## config.mk

```make
export PLATFORM = sky130hd
export DESIGN_NAME = uart_rx_deserializer_flat
export DESIGN_NICKNAME = d
export VERILOG_FILES = /design/src/rtl/uart_rx_deserializer_if.sv /design/src/rtl/uart_rx_deserializer.sv /design/src/flat_wrapper.sv
export SDC_FILE = /design/constraint.sdc
export NUM_CORES = 1
export LEC_CHECK = 0
export CORE_ASPECT_RATIO = 1.4
export CORE_MARGIN = 2
export CORE_UTILIZATION = 40
export DETAILED_ROUTE_END_ITERATION = 7
export PLACE_DENSITY = 0.68
export REMOVE_ABC_BUFFERS = 1
export SLEW_MARGIN = 20
export SYNTH_ARGS = -nofsm -noshare
export SYNTH_HDL_FRONTEND = slang
export SYNTH_SLANG_ARGS = --single-unit
```

## constraint.sdc

```tcl
create_clock -name clk -period 2.7 [get_ports clk]
set_clock_uncertainty 0.15 [all_clocks]
set_input_delay 0.54 -clock clk [delete_from_list [all_inputs] [get_ports clk]]
set_output_delay 0.54 -clock clk [all_outputs]
set_load 0.01 [all_outputs]
```

## src/rtl/uart_rx_deserializer_if.sv

```systemverilog
// Receive-buffer handshake between the UART deserializer and its consumer.
// valid/ready: the producer raises rx_valid with rx_data and holds both
// stable until a cycle where rx_valid && rx_ready, which is the transfer.
interface uart_rx_deserializer_if #(
  parameter int PAYLOAD_BITS = 8
);
  logic [PAYLOAD_BITS-1:0] rx_data;
  logic                    rx_valid;
  logic                    rx_ready;

  modport master (output rx_data, output rx_valid, input rx_ready);
  modport slave  (input rx_data, input rx_valid, output rx_ready);
endinterface

```

## src/rtl/uart_rx_deserializer.sv

```systemverilog
// UART receive deserializer: 2-flop synchroniser, mid-bit sampling, LSB-first
// character assembly, single-entry holding register on a valid/ready bus.
// Optional even-parity bit enabled with macro UART_RX_PARITY_EN.
module uart_rx_deserializer #(
  parameter int CLK_FREQ     = 25000000,
  parameter int BIT_RATE     = 115200,
  parameter int PAYLOAD_BITS = 8
) (
  input  logic                          clk,
  input  logic                          rst_n,
  input  logic                          rx,
  uart_rx_deserializer_if.master        rx_bus,
  output logic                          busy,
  output logic                          framing_error,
  output logic                          overrun,
  output logic                          parity_error,
  output logic [2:0]                    dbg_state_o
);
  localparam int CPB = CLK_FREQ / BIT_RATE;
  localparam int HALF = CPB / 2;
  localparam int CW = $clog2(CPB + 1);
  localparam int IW = $clog2(PAYLOAD_BITS);
  localparam logic [CW-1:0] CPB_LAST  = CW'(CPB - 1);
  localparam logic [CW-1:0] HALF_LAST = CW'(HALF - 1);
  localparam logic [IW-1:0] IDX_LAST  = IW'(PAYLOAD_BITS - 1);

  typedef enum logic [2:0] {
    S_IDLE      = 3'd0,
    S_START     = 3'd1,
    S_DATA      = 3'd2,
    S_STOP      = 3'd3,
`ifdef UART_RX_PARITY_EN
    S_WAIT_IDLE = 3'd4,
    S_PARITY    = 3'd5
`else
    S_WAIT_IDLE = 3'd4
`endif
  } state_t;

  logic [1:0]              sync_q;
  logic                    rxs;
  state_t                  state_q, state_d;
  logic [CW-1:0]           cnt_q, cnt_d;
  logic [IW-1:0]           idx_q, idx_d;
  logic [PAYLOAD_BITS-1:0] shift_q, shift_d;
  logic [PAYLOAD_BITS-1:0] data_q, data_d;
  logic                    valid_q, valid_d;
  logic                    fe_q, fe_d;
  logic                    ov_q, ov_d;
  logic                    bit_tick;
  logic                    complete;
`ifdef UART_RX_PARITY_EN
  logic                    par_q, par_d;
  logic                    pe_q, pe_d;
`endif

  assign rxs = sync_q[1];

  // Two-flop synchroniser; idle-high reset so no false start after reset.
  always_ff @(posedge clk or negedge rst_n) begin
    if (!rst_n) sync_q <= 2'b11;
    else        sync_q <= {sync_q[0], rx};
  end

  assign bit_tick = (cnt_q == CPB_LAST);

  // Frame FSM next state plus holding-register delivery decision.
  always_comb begin
    state_d  = state_q;
    cnt_d    = cnt_q;
    idx_d    = idx_q;
    shift_d  = shift_q;
    data_d   = data_q;
    valid_d  = valid_q;
    fe_d     = 1'b0;
    ov_d     = 1'b0;
    complete = 1'b0;
`ifdef UART_RX_PARITY_EN
    par_d    = par_q;
    pe_d     = 1'b0;
`endif
    case (state_q)
      S_IDLE: begin
        if (!rxs) begin
          state_d = S_START;
          cnt_d   = '0;
        end
      end
      S_START: begin
        if (cnt_q == HALF_LAST) begin
          cnt_d   = '0;
          idx_d   = '0;
          state_d = rxs ? S_IDLE : S_DATA;
        end else begin
          cnt_d = cnt_q + CW'(1);
        end
      end
      S_DATA: begin
        if (bit_tick) begin
          cnt_d          = '0;
          shift_d[idx_q] = rxs;
          if (idx_q == IDX_LAST) begin
`ifdef UART_RX_PARITY_EN
            state_d = S_PARITY;
`else
            state_d = S_STOP;
`endif
          end else begin
            idx_d = idx_q + IW'(1);
          end
        end else begin
          cnt_d = cnt_q + CW'(1);
        end
      end
`ifdef UART_RX_PARITY_EN
      S_PARITY: begin
        if (bit_tick) begin
          cnt_d   = '0;
          par_d   = rxs;
          state_d = S_STOP;
        end else begin
          cnt_d = cnt_q + CW'(1);
        end
      end
`endif
      S_STOP: begin
        if (bit_tick) begin
          cnt_d = '0;
          if (rxs) begin
            complete = 1'b1;
            state_d  = S_IDLE;
          end else begin
            fe_d    = 1'b1;
            state_d = S_WAIT_IDLE;
          end
        end else begin
          cnt_d = cnt_q + CW'(1);
        end
      end
      S_WAIT_IDLE: begin
        if (rxs) state_d = S_IDLE;
      end
      default: state_d = S_IDLE;
    endcase

    // A completing character may replace one being consumed this same cycle.
    if (complete) begin
      if (!valid_q || rx_bus.rx_ready) begin
        data_d  = shift_q;
        valid_d = 1'b1;
      end else begin
        ov_d = 1'b1;
      end
`ifdef UART_RX_PARITY_EN
      pe_d = ^{shift_q, par_q};
`endif
    end else if (valid_q && rx_bus.rx_ready) begin
      valid_d = 1'b0;
    end
  end

  // State, counters and output registers.
  always_ff @(posedge clk or negedge rst_n) begin
    if (!rst_n) begin
      state_q <= S_IDLE;
      cnt_q   <= '0;
      idx_q   <= '0;
      shift_q <= '0;
      data_q  <= '0;
      valid_q <= 1'b0;
      fe_q    <= 1'b0;
      ov_q    <= 1'b0;
`ifdef UART_RX_PARITY_EN
      par_q   <= 1'b0;
      pe_q    <= 1'b0;
`endif
    end else begin
      state_q <= state_d;
      cnt_q   <= cnt_d;
      idx_q   <= idx_d;
      shift_q <= shift_d;
      data_q  <= data_d;
      valid_q <= valid_d;
      fe_q    <= fe_d;
      ov_q    <= ov_d;
`ifdef UART_RX_PARITY_EN
      par_q   <= par_d;
      pe_q    <= pe_d;
`endif
    end
  end

  assign rx_bus.rx_data  = data_q;
  assign rx_bus.rx_valid = valid_q;
  assign busy            = (state_q != S_IDLE);
  assign framing_error   = fe_q;
  assign overrun         = ov_q;
  assign dbg_state_o     = state_q;
`ifdef UART_RX_PARITY_EN
  assign parity_error    = pe_q;
`else
  assign parity_error    = 1'b0;
`endif
endmodule
```

## src/flat_wrapper.sv

```systemverilog
// flat-port wrapper written by rule: the top's interface ports become plain ports
module uart_rx_deserializer_flat 
#(
  parameter int CLK_FREQ     = 25000000,
  parameter int BIT_RATE     = 115200,
  parameter int PAYLOAD_BITS = 8
)
  (clk, rst_n, rx, busy, framing_error, overrun, parity_error, dbg_state_o, rx_bus_rx_data, rx_bus_rx_valid, rx_bus_rx_ready);
  uart_rx_deserializer_if #(.PAYLOAD_BITS(PAYLOAD_BITS)) rx_bus_i ();
  input  logic clk;
  input  logic rst_n;
  input  logic rx;
  output logic busy;
  output logic framing_error;
  output logic overrun;
  output logic parity_error;
  output logic [2:0] dbg_state_o;
  output wire logic [$bits(rx_bus_i.rx_data)-1:0] rx_bus_rx_data;
  output wire logic [$bits(rx_bus_i.rx_valid)-1:0] rx_bus_rx_valid;
  input wire logic [$bits(rx_bus_i.rx_ready)-1:0] rx_bus_rx_ready;
  assign rx_bus_rx_data = rx_bus_i.rx_data;
  assign rx_bus_rx_valid = rx_bus_i.rx_valid;
  assign rx_bus_i.rx_ready = rx_bus_rx_ready;
  uart_rx_deserializer #(.CLK_FREQ(CLK_FREQ), .BIT_RATE(BIT_RATE), .PAYLOAD_BITS(PAYLOAD_BITS)) u_core (.clk(clk), .rst_n(rst_n), .rx(rx), .rx_bus(rx_bus_i), .busy(busy), .framing_error(framing_error), .overrun(overrun), .parity_error(parity_error), .dbg_state_o(dbg_state_o));
endmodule
```

==> results of run 1 <==
[kinds of logic after synthesis]
group / share of synthesized area
and+or+nand+nor: 0.1760
DFF: 0.4923
AOI/OAI and AO/OA: 0.1290
muxes: 0.1136
buffers and inverters: 0.05400
adders and majority gates: 0.02805
other: 0.002102
xor gates and xnor gates: 0.004910
[final timing paths]
kind	endpoint	depth (start not counted)	from	slack (ps)
min	u_core.sync_q[1]	0	u_core.sync_q[0]	210
min reg2reg	u_core.sync_q[1]	0	u_core.sync_q[0]	210
max in group asynchronous	u_core.sync_q[0]	2	rst_n	1540
max reg2reg	u_core.shift_q[1]	6	u_core.cnt_q[0]	420
max	busy	2	u_core.dbg_state_o[0]	260
min in group asynchronous	u_core.shift_q[0]	2	rst_n	530
[per-stage QoR]
| stage | cells | cell area [um2] | power [mW] | utilization |
|---|---|---|---|---|
| 2_1_floorplan | 148 | 1707 | 0.5430 | - |
| 3_3_place_gp | 229 | 1984 | 0.5593 | 0.4643 |
| 3_5_place_dp | 229 | 1984 | 0.5604 | 0.4643 |
| 4_1_cts | 237 | 2102 | 1.044 | 0.4918 |
| 5_1_grt | 237 | 2102 | 1.070 | 0.4918 |
| 6_report | 237 | 2102 | 1.029 | 0.4918 |
[area by class of cell]
class	count	area, um2	share of cell area
tap	60	75.07	0.03571
clock inverter	2	35.03	0.01667
timing repair buffer	21	202.7	0.09643
multi-input combinational	108	809.5	0.3851
sequential	35	878.3	0.4179
inverter	5	18.77	0.008929
clock buffer	6	82.58	0.03929
[report_power, final]
part | leakage [nW] | switching (mW) | internal, mW
registers | 0.467 | 0.00357 | 0.527
logic | 0.369 | 0.0121 | 0.00683
clock network | 0.0612 | 0.181 | 0.299
total | 0.898 | 0.197 | 0.832
[worst reg2reg max path, stage by stage, from the launching register on]
cell	delay (ps)
dfrtp_1	410
inv_1	100
ha_1	150
nand3b_1	200
or4_4	610
nor3_1	190
mux2_2	360
[routing by layer]
| layer | track usage | up-vias | wire, um |
|---|---|---|---|
| met5 | 0 | - | 0 |
| met4 | 0.05336 | 0 | 49 |
| met3 | 0.04361 | 6 | 121 |
| met2 | 0.2451 | 28 | 1664 |
| met1 | 0.1672 | 613 | 1317 |
| li1 | - | 613 | - |
[registers in the layout (all words and copies together) (netlist names)]
signal and count:
u_core.dbg_state_o 3, u_core.idx_q 3, u_core.rx_bus.rx_valid 1, u_core.framing_error 1, u_core.sync_q 2, u_core.cnt_q 8
u_core.shift_q 8, u_core.overrun 1, u_core.rx_bus.rx_data 8
[cell usage after synthesis (3+ instances only)]
master     n
ha_1       4
o211ai_1   4
a22o_1     4
mux2_2    18
nor2_1     6
a21oi_1    3
dfrtp_1   33
inv_1      5
o21ai_0    3
nand2b_1   3
nand2_1   15
or3_1      3
nand3b_1   4
nand3_1    4
nor4_1     3
==> out/metrics.cfg, run 1 <==
[sta]
worst_pin_slew_ps=610.5
hold_violations=0
period_share=0.9036
fin_crit_ps=2440
slew_headroom=0.5892
setup_tns_ps=0
drv_slew=0
rsz0062_at_grt=no
fin_ws_ps=260.4
max_freq_ghz=0.4099
setup_viol=0
timing.hold.ws_ps=207.2

[synthesis]
yosys.area.top_type=dfrtp_1
ys_seq_area_frac=0.4923
synth_top_area_frac=0.4628
avgSynthCellArea_um2=11.44
synthFlopType=dfrtp_1
synth_cell_types=50
synth-async-reset-ratio=1.000
syn_area_mm2=0.001784
synth_edf_count=0
ys_seq_elements=35
yosys_warnings=0
netlist_top_cells_area=dfrtp_1, mux2_2, nand2_1
postSynthCellCount=156

[route]
vias=1260
drc=0
postRouteAntennaNets=0
first_pass_iters=4
wl_per_cell_um=13.30
drt_iter0_drc=40
wl_um=3153
vias_per_cell=5.316

[global_route]
grt_pass1_wl_um=5616
grt_max_degree=36
grtUsageTotal=0.1449
grt_pass1_vias=1269
antenna_found_initial=0
overflow=0

[die]
dieWidth_um=60.45
die_area_mm2=0.005018
rows=28
num_io_pins=20
core_mm2=0.004274
die_height_um=83.03
start_util=0.4174

[clock_tree]
cts_tree=yes
worstSkewPairLatency_ps=280
clock-root-buffer=clkbuf_8
h-tree-depth=2
cts_hold_buffers=0
numCtsBuffers=5
clkTransAtPathRegs_ps=70
cts_setup_buffers=0
cts_repair_resize_count=0
clkSinkCount=35
clk_path_buf_depth=2

[worst_setup_path]
critPathLaunchType=register
worst_ep_arrival_time_ps=1750
crit_buf_inv=1
crit_fanout=10
worstSetupEndpointType=output port
path_cells=or3_2 > clkdlybuf4s50_1
crit_required_ps=2010
crit_type=reg2out
cpPeakStageDelay_ps=500
slowest_stage=or3_2
critPathTopFamily=simple AND/OR/NAND/NOR gates

[layout]
layout_commonest_cell=dfrtp_1
fill_cells=411
layout_common_cells=dfrtp_1, mux2_2, clkdlybuf4s50_1
syn_to_final_growth_pct=17.81
antennaDiodeCount=0
nets=184
layout-drive-gt1-share=0.2147

[power]
p_per_area_mw_per_mm2=489.7
power_leakage_nw=0.8975
max-vdd-ir-drop_mv=0.3171

[placed_design]
routabilityCongestion=0.8416
place_hpwl_um=2314
pre_cts_ws_ps=397.7
portBuffers=18

[status]
outcome=finished, final reports clean

[run]
cap_violations=0

[min_path]
hold_class=reg2reg

Note: power is estimated with default switching activity, not from simulation.
==> inputs of run 2 (changes only) <==
CTS_BUF_LIST = sky130_fd_sc_hd__clkbuf_4   (was not set)
==> out/metrics.cfg, run 2 (synthesis gave the netlist of run 1 again) <==
[status]
outcome=finished, final reports clean

[sta]
worst_pin_slew_ps=605.9  ; -4.653 ps
setup_viol=0  ; unchanged
period_share=0.9290  ; +0.02543
hold_violations=0  ; unchanged
rsz0062_at_grt=no
fin_crit_ps=2508  ; +68.65 ps
setup_tns_ps=0  ; unchanged
max_freq_ghz=0.3987  ; -2.7%
slew_headroom=0.5923  ; +0.003131
drv_slew=0  ; unchanged

[worst_setup_path]
cp.depth=2  ; unchanged
worstSetupEndpointType=output port
critPathTopFamily=flip-flops
worst_ep_arrival_time_ps=1820  ; +70 ps
crit_type=reg2out
rr_worst_depth=6  ; unchanged
reg2reg_from=u_core.cnt_q[0]
path_cells=or3_2 > clkdlybuf4s50_1
crit_fanout=10  ; unchanged
worstSetupStartpoint=u_core.dbg_state_o[0]
crit_required_ps=2010  ; about the same
crit_buf_inv=1  ; unchanged
critPathLaunchType=register
slowest_stage=dfrtp_1
reg2reg_slack_ps=410  ; about the same
cpPeakStageDelay_ps=500  ; about the same
crit_end=busy
worstReg2RegEnd=u_core.shift_q[1]

[clock_tree]
h-tree-depth=2  ; unchanged
cts_tree=yes
worstSkewPairLatency_ps=330  ; +50 ps
cts_hold_buffers=0  ; unchanged
numCtsBuffers=5  ; unchanged
clock-root-buffer=clkbuf_4
clk_path_buf_depth=2  ; unchanged
cts_setup_buffers=0  ; unchanged
clkSinkCount=35  ; unchanged
clkTransAtPathRegs_ps=100  ; +30 ps
cts_repair_resize_count=0  ; unchanged

[die]
rows=28  ; unchanged
core_mm2=0.004274  ; unchanged
die_area_mm2=0.005018  ; unchanged
dieWidth_um=60.45  ; unchanged
start_util=0.4174  ; unchanged
num_io_pins=20  ; unchanged
die_height_um=83.03  ; unchanged

[layout]
layout_common_cells=dfrtp_1, mux2_2, clkdlybuf4s50_1
nets=184  ; unchanged
fin_cells=237  ; unchanged
syn_to_final_growth_pct=15.50
layout-drive-gt1-share=0.2090  ; -0.005650
layout_commonest_cell=dfrtp_1
antennaDiodeCount=0  ; unchanged

[power]
power_leakage_nw=0.8789  ; -2.1%
finalPower_mw=0.9114  ; -11%
max-vdd-ir-drop_mv=0.4601  ; +45%
p_per_area_mw_per_mm2=442.3  ; -9.7%

[route]
vias=1264  ; +0.32%
drc=0  ; unchanged
drt_iter0_drc=19  ; -53%
wl_um=3225  ; +2.3%
first_pass_iters=6  ; +2
wl_per_cell_um=13.61  ; +2.3%
vias_per_cell=5.333  ; +0.32%
postRouteAntennaNets=0  ; unchanged

[placed_design]
routabilityCongestion=0.8416  ; unchanged
portBuffers=18  ; unchanged
place_hpwl_um=2314  ; unchanged
dp_cells=229  ; unchanged

[global_route]
overflow=0  ; unchanged
antenna_found_initial=0  ; unchanged
grt_pass1_wl_um=5768  ; +2.7%
grt_pass1_vias=1301  ; +2.5%
grt_max_degree=36  ; unchanged
grtUsageTotal=0.1480  ; +0.003084

[min_path]
hold_class=reg2reg

[run]
cap_violations=0  ; unchanged

==> run 2: changes by cell type in the layout (fill, tap and decap cells not counted) <==
| cell | previous run | this run |
|---|---|---|
| clkbuf_8 | 6 | 0 |
| clkbuf_4 | 0 | 5 |
| clkinv_1 | 0 | 1 |
==> run 2: worst min-delay path by stage <==
stage | startpoint | to | depth (start not counted)
2_1_floorplan | rst_n | u_core.cnt_q[0] | 0
3_3_place_gp | u_core.sync_q[0] | u_core.sync_q[1] | 0
3_5_place_dp | u_core.sync_q[0] | u_core.sync_q[1] | 0
4_1_cts | u_core.sync_q[0] | u_core.sync_q[1] | 0
5_1_grt | u_core.sync_q[0] | u_core.sync_q[1] | 0
6_report | u_core.sync_q[0] | u_core.sync_q[1] | 0
==> run 2: through the flow <==
stage / cell area [um2] / utilization / worst slack, ps / hold slack, ps
after detailed placement: 1984 / 0.4643 / 397.7 / 197.9
after global placement: 1984 / 0.4643 / 473.2 / 196.9
after floorplan: 1707 / - / 328.2 / 94.41
final: 2061 / 0.4821 / 191.7 / 212.7
after global routing: 2061 / 0.4821 / 131.4 / 219.9
after CTS: 2061 / 0.4821 / 175.2 / 213.0
==> run 2: where the power goes <==
part           internal (mW)  switching [mW]
sequential             0.527         0.00352
clock                  0.190           0.172
combinational        0.00684          0.0123
==> run 2: layout make-up <==
cell class / count / area [um2]
clock buffer: 5 / 37.54
clock inverter: 3 / 38.79
fill: 426 / 2213
inverter: 5 / 18.77
multi-input combinational: 108 / 809.5
sequential: 35 / 878.3
tap: 60 / 75.07
timing repair buffer: 21 / 202.7
==> run 2: routing by layer <==
layer / global-route usage / vias up / wire length (um)
li1: - / 614 / -
met1: 0.1692 / 625 / 1359
met2: 0.2530 / 20 / 1729
met3: 0.03894 / 5 / 98
met4: 0.05929 / 0 / 38
met5: 0 / - / 0
==> inputs of run 3 (changes only) <==
PLACE_DENSITY = 0.71   (was 0.68)
clock period = 2.8 ns   (was 2.7 ns; I/O delays follow)
==> out/metrics.cfg, run 3 (synthesis gave the netlist of run 1 again) <==
[worst_setup_path]
worstSetupEndpointType=output port
reg2reg_slack_ps=490  ; +80 ps
cp.depth=2  ; unchanged
worst_ep_arrival_time_ps=1820  ; about the same
critPathLaunchType=register
worstReg2RegEnd=u_core.rx_bus.rx_data[2]
crit_buf_inv=1  ; unchanged
crit_fanout=10  ; unchanged
cpPeakStageDelay_ps=510  ; about the same
critPathTopFamily=simple AND/OR/NAND/NOR gates
crit_type=reg2out
path_cells=or3_2 > clkdlybuf4s50_1
slowest_stage=or3_2
worstSetupStartpoint=u_core.dbg_state_o[0]
crit_required_ps=2090  ; +80 ps
crit_end=busy
rr_worst_depth=6  ; unchanged
reg2reg_from=u_core.cnt_q[0]

[global_route]
grt_pass1_vias=1309  ; +0.61%
antenna_found_initial=0  ; unchanged
grt_pass1_wl_um=5871  ; +1.8%
grtUsageTotal=0.1514  ; +0.003374
overflow=0  ; unchanged
grt_max_degree=36  ; unchanged

[route]
drt_iter0_drc=61  ; +42
postRouteAntennaNets=0  ; unchanged
wl_um=3325  ; +3.1%
wl_met2_um=1754  ; +1.4%
route.met3.wl_um=135  ; +38%
drc=0  ; unchanged
vias_per_cell=5.386  ; +0.98%
vias=1271  ; +0.55%
first_pass_iters=4  ; -2
wl_per_cell_um=14.09  ; +3.5%
topRoutingLayerUsed=met4
wl_met1_um=1368  ; +0.66%

[die]
dieWidth_um=60.45  ; unchanged
rows=28  ; unchanged
die_height_um=83.03  ; unchanged
num_io_pins=20  ; unchanged
die_area_mm2=0.005018  ; unchanged
core_mm2=0.004274  ; unchanged
start_util=0.4174  ; unchanged

[layout]
fill_cells=388  ; -8.9%
antennaDiodeCount=0  ; unchanged
layout_common_cells=dfrtp_1, mux2_2, clkdlybuf4s50_1
layout-drive-gt1-share=0.2045  ; -0.004494
nets=183  ; -0.54%
final_core_util=0.4804  ; -0.001757
layout_commonest_cell=dfrtp_1
syn_to_final_growth_pct=15.08

[sta]
slew_headroom=0.5661  ; -0.02629
max_freq_ghz=0.3957
setup_tns_ps=0  ; unchanged
hold_violations=0  ; unchanged
worst_pin_slew_ps=645.0  ; +39.07 ps
drv_slew=0  ; unchanged
setup_viol=0  ; unchanged
period_share=0.9025
rsz0062_at_grt=no
fin_crit_ps=2527

[power]
max-vdd-ir-drop_mv=0.3605  ; -22%
p_per_area_mw_per_mm2=429.8  ; -2.8%
power_leakage_nw=0.8735  ; -0.62%

[run]
cap_violations=0  ; unchanged

[clock_tree]
worstSkewPairLatency_ps=340  ; about the same
cts_repair_resize_count=0  ; unchanged
cts_hold_buffers=0  ; unchanged
h-tree-depth=2  ; unchanged
clkSinkCount=35  ; unchanged
numCtsBuffers=5  ; unchanged
clock-root-buffer=clkbuf_4
cts_tree=yes
clkTransAtPathRegs_ps=100  ; about the same
clk_path_buf_depth=2  ; unchanged
cts_setup_buffers=0  ; unchanged

[min_path]
hold_class=reg2reg

[status]
outcome=finished, final reports clean

[placed_design]
place_hpwl_um=2370  ; +2.4%
routabilityCongestion=0.8301  ; -1.4%
portBuffers=18  ; unchanged

[run 3: cell types whose count changed in the layout (fill, tap and decap cells not counted)]
cell,change
buf_4,-1
[run 3: cell type report]
| cell class | count | area, um2 | area share |
|---|---|---|---|
| repair buffers | 20 | 195.2 | 0.09506 |
| inverters | 5 | 18.77 | 0.009141 |
| well taps | 60 | 75.07 | 0.03656 |
| flip-flops and latches | 35 | 878.3 | 0.4278 |
| clock inverters | 3 | 38.79 | 0.01889 |
| clock buffers | 5 | 37.54 | 0.01828 |
| multi-input cells | 108 | 809.5 | 0.3943 |
[run 3: worst min path at each step]
stage | startpoint | to | slack (ps) | cells after the start
detailed placement | u_core.sync_q[0] | u_core.sync_q[1] | 200 | 0
global placement | u_core.sync_q[0] | u_core.sync_q[1] | 200 | 0
CTS | u_core.sync_q[0] | u_core.sync_q[1] | 210 | 0
floorplan | rst_n | u_core.cnt_q[0] | 110 | 0
global route | u_core.sync_q[0] | u_core.sync_q[1] | 220 | 0
finish | u_core.sync_q[0] | u_core.sync_q[1] | 210 | 0
[run 3: report_power, final]
| part | switching [mW] | internal, mW |
|---|---|---|
| Sequential | 0.00352 | 0.508 |
| Combinational | 0.0119 | 0.00656 |
| Clock | 0.169 | 0.184 |
| Total | 0.185 | 0.698 |
[run 3: routing by layer]
metal  global-route usage  up-vias
met1               0.1789      619
met5                    0        -
met2               0.2500       33
li1                     -      609
met4              0.06324        0
met3              0.04206       10
[run 3: stage by stage]
step	cell area, um2	cells	hold slack, ps	setup slack [ps]	total power, mW
detailed placement	1977	228	197.3	500.6	0.5408
global route	2053	236	215.4	198.9	0.9264
CTS	2053	236	212.3	263.9	0.8957
floorplan	1707	148	114.4	428.2	0.5236
global placement	1977	228	197.2	585.0	0.5397
finish	2053	236	211.4	273.0	0.8826
